## config.mk

```make
export PLATFORM = sky130hd
export DESIGN_NAME = sram_port_arbiter
export DESIGN_NICKNAME = d
export VERILOG_FILES = /design/src/rtl/sram_port_arbiter.sv
export SDC_FILE = /design/constraint.sdc
export NUM_CORES = 1
export LEC_CHECK = 0
export CELL_PAD_IN_SITES_DETAIL_PLACEMENT = 2
export CELL_PAD_IN_SITES_GLOBAL_PLACEMENT = 2
export CORE_MARGIN = 2
export CORE_UTILIZATION = 35
export DETAILED_ROUTE_END_ITERATION = 8
export DONT_BUFFER_PORTS = 1
export PLACE_DENSITY = 0.76
export RECOVER_POWER = 25
export SLEW_MARGIN = 20
export SYNTH_ARGS = -nofsm -noshare
export SYNTH_HDL_FRONTEND = slang
export SYNTH_SLANG_ARGS = --single-unit
```

## constraint.sdc

```tcl
create_clock -name clk -period 2.6 [get_ports clk]
set_clock_uncertainty 0.1 [all_clocks]
set_input_delay 0.52 -clock clk [delete_from_list [all_inputs] [get_ports clk]]
set_output_delay 0.52 -clock clk [all_outputs]
set_load 0.01 [all_outputs]
```

## src/rtl/sram_port_arbiter.sv

```systemverilog
// sram_port_arbiter
//   Shares one external asynchronous SRAM between the instruction-fetch port
//   and the data (load/store) port. Every access runs as a
//   SETUP / STROBE (WAIT_CYCLES) / HOLD sequence with active-low strobes.
//   The data port normally wins a simultaneous contest. After STARVE_LIMIT
//   consecutive losses, fetch wins the next one.
//
// Ports
//   clk, rst              : clock, synchronous active-high reset
//   if_req/if_addr        : fetch request (level) and address
//   if_rdata/if_ack       : fetch read data, one-cycle completion pulse
//   d_req/d_we/d_addr/d_wdata : data request, write flag, address, write data
//   d_rdata/d_ack         : data read data, one-cycle completion pulse
//   sram_addr/sram_dout   : SRAM address pins, value for the data bus
//   sram_drive            : enables the top-level tristate driver
//   sram_din              : sampled SRAM data bus
//   sram_en_n/oe_n/we_n   : active-low chip, output and write enables
//   busy                  : high whenever an access is in progress
module sram_port_arbiter #(
  parameter int unsigned WAIT_CYCLES  = 2,
  parameter int unsigned STARVE_LIMIT = 4
) (
  input  logic        clk,
  input  logic        rst,
  input  logic        if_req,
  input  logic [17:0] if_addr,
  output logic [15:0] if_rdata,
  output logic        if_ack,
  input  logic        d_req,
  input  logic        d_we,
  input  logic [17:0] d_addr,
  input  logic [15:0] d_wdata,
  output logic [15:0] d_rdata,
  output logic        d_ack,
  output logic [17:0] sram_addr,
  output logic [15:0] sram_dout,
  output logic        sram_drive,
  input  logic [15:0] sram_din,
  output logic        sram_en_n,
  output logic        sram_oe_n,
  output logic        sram_we_n,
  output logic        busy
);

  typedef enum logic [1:0] {IDLE, SETUP, STROBE, HOLD} stateT;

  localparam logic [3:0] WAIT_LOAD  = 4'(WAIT_CYCLES - 1);
  localparam logic [3:0] STARVE_MAX = 4'(STARVE_LIMIT);

  stateT      state;
  logic       grantData;  // arbitration result, meaningful in IDLE only
  logic       latData;    // granted port: 1 = data, 0 = fetch
  logic       latWe;      // granted access is a write
  logic [3:0] waitCnt;
  logic [3:0] starveCnt;

  always_comb begin
    grantData = d_req && !(if_req && (starveCnt >= STARVE_MAX));
  end

  assign busy = (state != IDLE);

  // The latched address and write data live directly in sram_addr and
  // sram_dout. They are held across IDLE, so no separate copy is needed.
  always_ff @(posedge clk) begin
    if (rst) begin
      state      <= IDLE;
      latData    <= 1'b0;
      latWe      <= 1'b0;
      waitCnt    <= '0;
      starveCnt  <= '0;
      sram_addr  <= '0;
      sram_dout  <= '0;
      sram_drive <= 1'b0;
      sram_en_n  <= 1'b1;
      sram_oe_n  <= 1'b1;
      sram_we_n  <= 1'b1;
      if_ack     <= 1'b0;
      d_ack      <= 1'b0;
      if_rdata   <= '0;
      d_rdata    <= '0;
    end else begin
      if_ack <= 1'b0;
      d_ack  <= 1'b0;
      unique case (state)
        IDLE: begin
          if (if_req || d_req) begin
            latData   <= grantData;
            latWe     <= grantData && d_we;
            sram_addr <= grantData ? d_addr : if_addr;
            sram_en_n <= 1'b0;
            if (grantData && d_we) begin
              sram_dout  <= d_wdata;
              sram_drive <= 1'b1;
            end
            if (!grantData) begin
              starveCnt <= '0;
            end else if (if_req && (starveCnt != 4'd15)) begin
              starveCnt <= starveCnt + 4'd1;
            end
            state <= SETUP;
          end
        end
        SETUP: begin
          if (latWe) begin
            sram_we_n <= 1'b0;
          end else begin
            sram_oe_n <= 1'b0;
          end
          waitCnt <= WAIT_LOAD;
          state   <= STROBE;
        end
        STROBE: begin
          if (waitCnt == 4'd0) begin
            sram_oe_n <= 1'b1;
            sram_we_n <= 1'b1;
            if (!latWe) begin
              if (latData) begin
                d_rdata <= sram_din;
              end else begin
                if_rdata <= sram_din;
              end
            end
            if (latData) begin
              d_ack <= 1'b1;
            end else begin
              if_ack <= 1'b1;
            end
            state <= HOLD;
          end else begin
            waitCnt <= waitCnt - 4'd1;
          end
        end
        HOLD: begin
          sram_en_n  <= 1'b1;
          sram_drive <= 1'b0;
          state      <= IDLE;
        end
        default: state <= IDLE;
      endcase
    end
  end

endmodule

```

==> impl_summary.log, run 1 <==
INFO  metric die_x = 106.1 um
INFO  metric critPathRequiredTime = 2.74 ns
INFO  metric clock-root-buffer = sky130_fd_sc_hd__clkbuf_8
INFO  metric period_utilisation_layout = 83.35%
INFO  metric global_route.usage.total = 18.84%
INFO  metric timing_max_transition_violations_final = 0
INFO  metric synth.ff_latch_count = 84
INFO  metric power.ir.vdd_worst = 0.3151 mV
INFO  metric drc = 0
INFO  metric run_status = finished clean
INFO  metric drt-wirelength-per-cell = 19.58 um
INFO  metric area_delta_synth_final = 8.408%
INFO  metric io_pins = 146
INFO  metric route.antenna.remaining_nets = 0
INFO  metric io_buffers = 0
INFO  metric post_cts.repair.setup_buffers = 0
INFO  metric maxCapViolations = 0
INFO  metric grt_max_degree = 102
INFO  metric routed-wl-met2 = 5081 um
INFO  metric async_reset_ff_share = 0%
INFO  metric clockBufferDepth = 2
INFO  metric holdBufCountCts = 0
INFO  metric synth_ff_type = sky130_fd_sc_hd__dfxtp_1
INFO  metric routed_wirelength = 10360 um
INFO  metric yosysWarnings = 0
INFO  metric cellPowerDensity = 934.5 nW/um^2
INFO  metric slew_headroom = 54.43%
INFO  metric first_pass_grt_wire_length = 16710 um
INFO  metric setup_repair_after_global_routing_missed_its_margin = false
INFO  metric core_area = 10230 sq um
INFO  metric first_global_vias = 3172
INFO  metric met3WireLength = 953 um
INFO  metric layout_common_cells = sky130_fd_sc_hd__dfxtp_1 (84), sky130_fd_sc_hd__nand2b_1 (51), sky130_fd_sc_hd__o21ai_0 (38), sky130_fd_sc_hd__nand3_1 (36), sky130_fd_sc_hd__mux2i_1 (33)
INFO  metric m1WireLength = 4215 um
INFO  metric ctsHtreeMaxLevel = 3
INFO  metric mean_syn_cell_area = 9.047 sq um
INFO  metric n_antenna_cell = 0
INFO  metric finalHoldViolations = 0
INFO  metric drtPass1Iterations = 4
INFO  metric cts_repair_resize_count = 0
INFO  metric worst_setup_path_end_kind = flip-flop
INFO  metric regToRegSetupSlack = 0.43 ns
INFO  metric tritoncts = done
INFO  metric tns = 0 ns
INFO  metric cts_buffers = 9
INFO  metric final_common_cell = sky130_fd_sc_hd__dfxtp_1
INFO  metric p_leak = 1.454 nW
INFO  metric post-dp-hpwl = 7156 um
INFO  metric clkLatencyLatePin = 0.36 ns
INFO  metric worst_hold_path_cells = 1
INFO  metric globalRouteOverflowTotal = 0
INFO  metric netlist_area = 3646 sq um
INFO  metric fmax = 461.4 MHz
INFO  metric syn_inst = 403
INFO  metric clk_pin_slew_worst_paths = 0.09 ns
INFO  metric route.detailed.vias_per_inst = 5.527
INFO  metric start_util = 35.64%
INFO  metric post_layout_minimum_cycle_time = 2.167 ns
INFO  metric max_slew.worst_pin.slew = 0.6835 ns
INFO  metric highest-signal-layer = met4
INFO  metric detailroute.via_count = 2924
INFO  metric die_area = 11250 sq um
INFO  metric design.final.nets = 468
INFO  metric grt_antenna_before_repair = 0
INFO  metric sequential_to_total_area_share_from_yosys_stat = 46.12%
INFO  metric synth-edff-count = 0
INFO  metric ys_types = 38
INFO  metric rows = 37
INFO  metric overall_power_after_layout = 3.694 mW
INFO  metric worst-r2r-cell-count = 6
INFO  metric place_congestion = 0.7569
INFO  metric crit_fanout = 12
INFO  metric drive_gt1_share = 7.379%
INFO  metric worstPathArrival = 2.31 ns
INFO  metric setup.worst_path.start_class = flip-flop
INFO  metric drt_iter0_markers = 190
INFO  metric cts_num_sinks = 84
INFO  metric count_of_final_setup_violators = 0
INFO  metric syn_nets = 483
INFO  metric hold_wc_path_type = input pin to flip-flop
INFO  metric vertical_extent_of_the_die = 106.1 um
INFO  metric timing_worst_setup_path_type = flip-flop to flip-flop
-- worst max-delay path, stage by stage, from the launching register on --
cell	delay, ns
sky130_fd_sc_hd__dfxtp_1	0.34
sky130_fd_sc_hd__inv_1	0.10
sky130_fd_sc_hd__ha_1	0.40
sky130_fd_sc_hd__inv_1	0.25
sky130_fd_sc_hd__or4_1	0.50
sky130_fd_sc_hd__buf_4	0.22
sky130_fd_sc_hd__mux2i_1	0.14
-- cells by family (layout without fill, tap and decap cells) --
family                   Yosys count  count (layout)  synth area share [%]
buffers and inverters             43              33                 4.736
multiplexers                      33              33                 9.060
flip-flops                        84              84                 46.12
adder cells (fa/ha/maj)            7               7                 2.402
AO/OA/AOI/OAI                    102             102                 17.06
AND/OR/NAND/NOR                  134             134                 20.62
-- registers in the layout (all words and copies together) (netlist names), 2 cells and up --
signal / flops
d_rdata: 16
if_rdata: 16
sram_addr: 18
sram_dout: 16
starveCnt: 4
state: 2
waitCnt: 4
-- metal layers --
layer	GRT usage [%]	vias up
li1	-	1400
met1	21.49	1425
met2	31.89	91
met3	8.093	8
met4	5.921	0
met5	0	-
-- power breakdown --
group          internal, mW  total [mW]  switching, mW
Combinational         0.366       0.896          0.531
Clock                 0.448       0.954          0.506
Sequential             1.54        1.84          0.302
Total                  2.35        3.69           1.34
-- worst paths after layout --
| check | endpoint | startpoint |
|---|---|---|
| max reg2reg | d_rdata[14] | state[0] |
| min reg2reg | waitCnt[3] | waitCnt[3] |
| min | waitCnt[0] | rst |
| max | d_rdata[14] | state[0] |
-- synthesized netlist by cell type (all sizes together) (3+ instances only) --
master / instances / area, sq um
dfxtp: 84 / 1682
nand2b: 51 / 319.1
o21ai: 41 / 205.2
nand3: 36 / 180.2
mux2i: 33 / 330.3
a21oi: 28 / 140.1
clkbuf: 27 / 101.4
nor2: 23 / 86.33
a311oi: 18 / 157.7
buf: 8 / 41.28
inv: 8 / 30.03
ha: 7 / 87.58
nand2: 4 / 15.01
nor3: 4 / 20.02
o21bai: 4 / 30.03
nor4: 3 / 31.28
or4: 3 / 22.52
-- final cells by class --
cell class	count	area (sq um)
fill	1153	6279
multi-input combinational	276	1804
sequential	84	1682
tap	136	170.2
clock buffer	9	123.9
clock inverter	7	75.07
timing repair buffer	9	67.56
inverter	8	30.03
-- metrics by stage --
step                      setup WS [ns]  utilization, %  cell area (sq um)  std cells  hold WS (ns)
final                            0.4329           38.63               3953        529        0.1612
after detailed placement         0.4349           36.69               3754        513        0.4027
after CTS                        0.4127           38.63               3953        529        0.1053
after global placement           0.5242           36.69               3754        513        0.3757
after global routing             0.2785           38.63               3953        529        0.1012
after floorplan                  0.6602               -               3646        403        0.3624
(Power assumes the default switching activity.)
==> inputs of run 2 (changes only) <==
- CORE_UTILIZATION: 35 -> 32
- PLACE_DENSITY: 0.76 -> 0.73
- clock period: 2.6 -> 1.74 ns (I/O delays scaled with it)
==> impl_summary.log, run 2 (synthesis gave the netlist of run 1 again) <==
INFO  metric start_util = 33.20%
INFO  metric largest_register_ffs = 18
INFO  metric timing_max_transition_violations_final = 0
INFO  metric design.final.nets = 493
INFO  metric multi_input_area = 1914 sq um
INFO  metric clk_pin_slew_worst_paths = 0.06 ns
INFO  metric vertical_extent_of_the_die = 110.7 um
INFO  metric dp_slack = -0.1829 ns
INFO  metric n_fill_cell = 1161
INFO  metric run_status = finished, violations left
INFO  metric stdcell_count = 558
INFO  metric maxCapViolations = 0
INFO  metric p_leak = 1.649 nW
INFO  metric cts_num_sinks = 84
INFO  metric worst_hold_path_cells = 1
INFO  metric period_utilisation_layout = 112.3%
INFO  metric failed_checks = setup timing
INFO  metric die_x = 110.7 um
INFO  metric cts_buffers = 9
INFO  metric final_common_cell = sky130_fd_sc_hd__dfxtp_1
INFO  metric post_layout_minimum_cycle_time = 1.954 ns
INFO  metric count_of_final_setup_violators = 32
INFO  metric n_antenna_cell = 0
INFO  metric critPathRequiredTime = 1.87 ns
INFO  metric crit_path_cell_trace = inv_2 > ha_4 > or3b_4 > or4_4 > buf_12 > mux2i_4
INFO  metric globalRouteOverflowTotal = 0
INFO  metric timing_worst_setup_path_type = flip-flop to flip-flop
INFO  metric clkLatencyLatePin = 0.35 ns
INFO  metric setup.worst_path.start_class = flip-flop
INFO  metric p_clk_share = 29.1%
INFO  metric critPathLaunch = waitCnt[0]
INFO  metric routed_wirelength = 11850 um
INFO  metric io_pins = 146
INFO  metric cpMaxStageDelayCell = sky130_fd_sc_hd__or4_4
INFO  metric route.detailed.vias_per_inst = 5.509
INFO  metric worstPathArrival = 2.09 ns
INFO  metric power_report.internal_total = 4.348 mW
INFO  metric crit_fanout = 12
INFO  metric io_buffers = 0
INFO  metric hold_wc_path_type = input pin to flip-flop
INFO  metric route.antenna.remaining_nets = 0
INFO  metric worst-r2r-cell-count = 6
INFO  metric power.net_switching = 2.283 mW
INFO  metric core_area = 10980 sq um
INFO  metric max_slew.worst_pin.slew = 0.5157 ns
INFO  metric drc = 0
INFO  metric cellPowerDensity = 1489 nW/um^2
INFO  metric timing.hold.ws = 0.03353 ns
INFO  metric worst_setup_path_end_kind = flip-flop
INFO  metric reg2reg_from = waitCnt[0]
INFO  metric layout_common_cells = sky130_fd_sc_hd__dfxtp_1 (81), sky130_fd_sc_hd__nand2b_1 (51), sky130_fd_sc_hd__o21ai_0 (38), sky130_fd_sc_hd__nand3_1 (36), sky130_fd_sc_hd__a21oi_1 (28)
INFO  metric rows = 38
INFO  metric grt_util_met2 = 33.33%
INFO  metric first_pass_grt_wire_length = 18970 um
INFO  metric hold_path_end = sram_we_n
INFO  metric layout.area.seq = 1685 sq um
INFO  metric reg2reg_to = d_rdata[15]
INFO  metric fmax = 511.9 MHz
INFO  metric slew_headroom = 65.58%
INFO  metric detailroute.via_count = 3074
INFO  metric final_critical_path_setup_slack = -0.2135 ns
INFO  metric drive_gt1_share = 17.46%
INFO  metric die_area = 12260 sq um
INFO  metric power.ir.vdd_worst = 0.5912 mV
INFO  metric top_usage_layer = met2
INFO  metric drt-wirelength-per-cell = 21.23 um
INFO  metric global_route.usage.total = 19.35%
INFO  metric clockBufferDepth = 2
INFO  metric largest_register = sram_addr
INFO  metric ctsHtreeMaxLevel = 3
INFO  metric grt_util_met1 = 22.54%
INFO  metric grt_antenna_before_repair = 0
INFO  metric combinationalPowerShare = 29.6%
INFO  metric seqPwrFrac = 41.4%
INFO  metric area_delta_synth_final = 22.13%
INFO  metric p_sw_share = 34.43%
INFO  metric place_congestion = 0.8200
INFO  metric setup_repair_after_global_routing_missed_its_margin = true
INFO  metric crit_path_max_incr_delay = 0.45 ns
INFO  metric finalHoldViolations = 0
INFO  metric clock-root-buffer = sky130_fd_sc_hd__clkbuf_16
INFO  metric post-dp-hpwl = 7710 um
INFO  metric dp_cells = 533
INFO  metric first_global_vias = 3368
INFO  metric drt_iter0_markers = 99
INFO  metric grt.met3_usage = 6.288%
INFO  metric regToRegSetupSlack = -0.21 ns
INFO  metric drtPass1Iterations = 4
INFO  metric worst_hold_startpoint = rst
INFO  metric grt_max_degree = 60
INFO  metric tritoncts = done
run 2: changes by cell type in the layout (fill, tap and decap cells not counted), moves of 5 or more:
cell and change:
sky130_fd_sc_hd__buf_12 +6, sky130_fd_sc_hd__buf_4 +16, sky130_fd_sc_hd__mux2i_1 -6, sky130_fd_sc_hd__inv_2 +5, sky130_fd_sc_hd__clkbuf_16 +10, sky130_fd_sc_hd__inv_1 -5, sky130_fd_sc_hd__clkbuf_8 -9
run 2: cell type report:
cell class | instances | share of cell area, %
well taps | 140 | 3.934
flip-flops and latches | 84 | 37.85
clock inverters | 6 | 1.461
repair buffers | 34 | 7.952
multi-input cells | 276 | 42.99
inverters | 8 | 0.6743
clock buffers | 10 | 5.142
run 2: through the flow:
stage / power [mW] / util [%] / setup TNS, ns / area (sq um)
final: 6.631 / 40.54 / -4.246 / 4453
after global routing: 7.043 / 40.54 / -6.299 / 4453
after CTS: 6.564 / 39.64 / -3.969 / 4354
after detailed placement: 4.451 / 35.81 / -4.135 / 3933
after global placement: 4.320 / 35.81 / -2.017 / 3933
after floorplan: 3.794 / - / -3.027 / 3656
run 2: how the worst max path moves through the flow:
stage / endpoint / slack, ns / depth (start not counted)
floorplan: d_rdata[10] / -0.19 / 7
detailed placement: if_rdata[6] / -0.18 / 7
global placement: d_rdata[4] / -0.11 / 6
CTS: if_rdata[6] / -0.19 / 8
finish: d_rdata[15] / -0.21 / 6
global route: if_rdata[15] / -0.27 / 8
run 2: power groups by stage:
stage | sequential [mW] | clock [mW] | combinational, mW
2_1_floorplan | 2.70 | 0 | 1.10
6_report | 2.74 | 1.93 | 1.96
5_1_grt | 2.80 | 2.06 | 2.18
3_5_place_dp | 2.80 | 0 | 1.66
3_3_place_gp | 2.77 | 0 | 1.55
4_1_cts | 2.75 | 1.97 | 1.84
run 2: metal layers:
layer | wire length [um] | up-vias
li1 | - | 1456
met1 | 4911 | 1535
met2 | 6034 | 70
met3 | 730 | 13
met4 | 172 | 0
met5 | 0 | -
run 2: repair_timing:
item,in CTS,in global routing
hold buffers,2,0
pin swaps,0,1
hold endpoints to repair,43,0
gates resized for setup,11,17
cloned,1,0
buffers inserted,4,3
setup endpoints to repair,34,49
run 2: critical path, delay by kind of cell, from the launching register on:
family                   cells  cell delay, ns
adder cells (fa/ha/maj)      1            0.13
flip-flops                   1            0.33
AND/OR/NAND/NOR              2            0.84
buffers and inverters        2            0.25
multiplexers                 1            0.19
==> inputs of run 3 (changes only) <==
- CTS_CLUSTER_SIZE: default -> 25
==> results of run 3 <==
Final layout, timing and power as in run 2 (identical DEF).
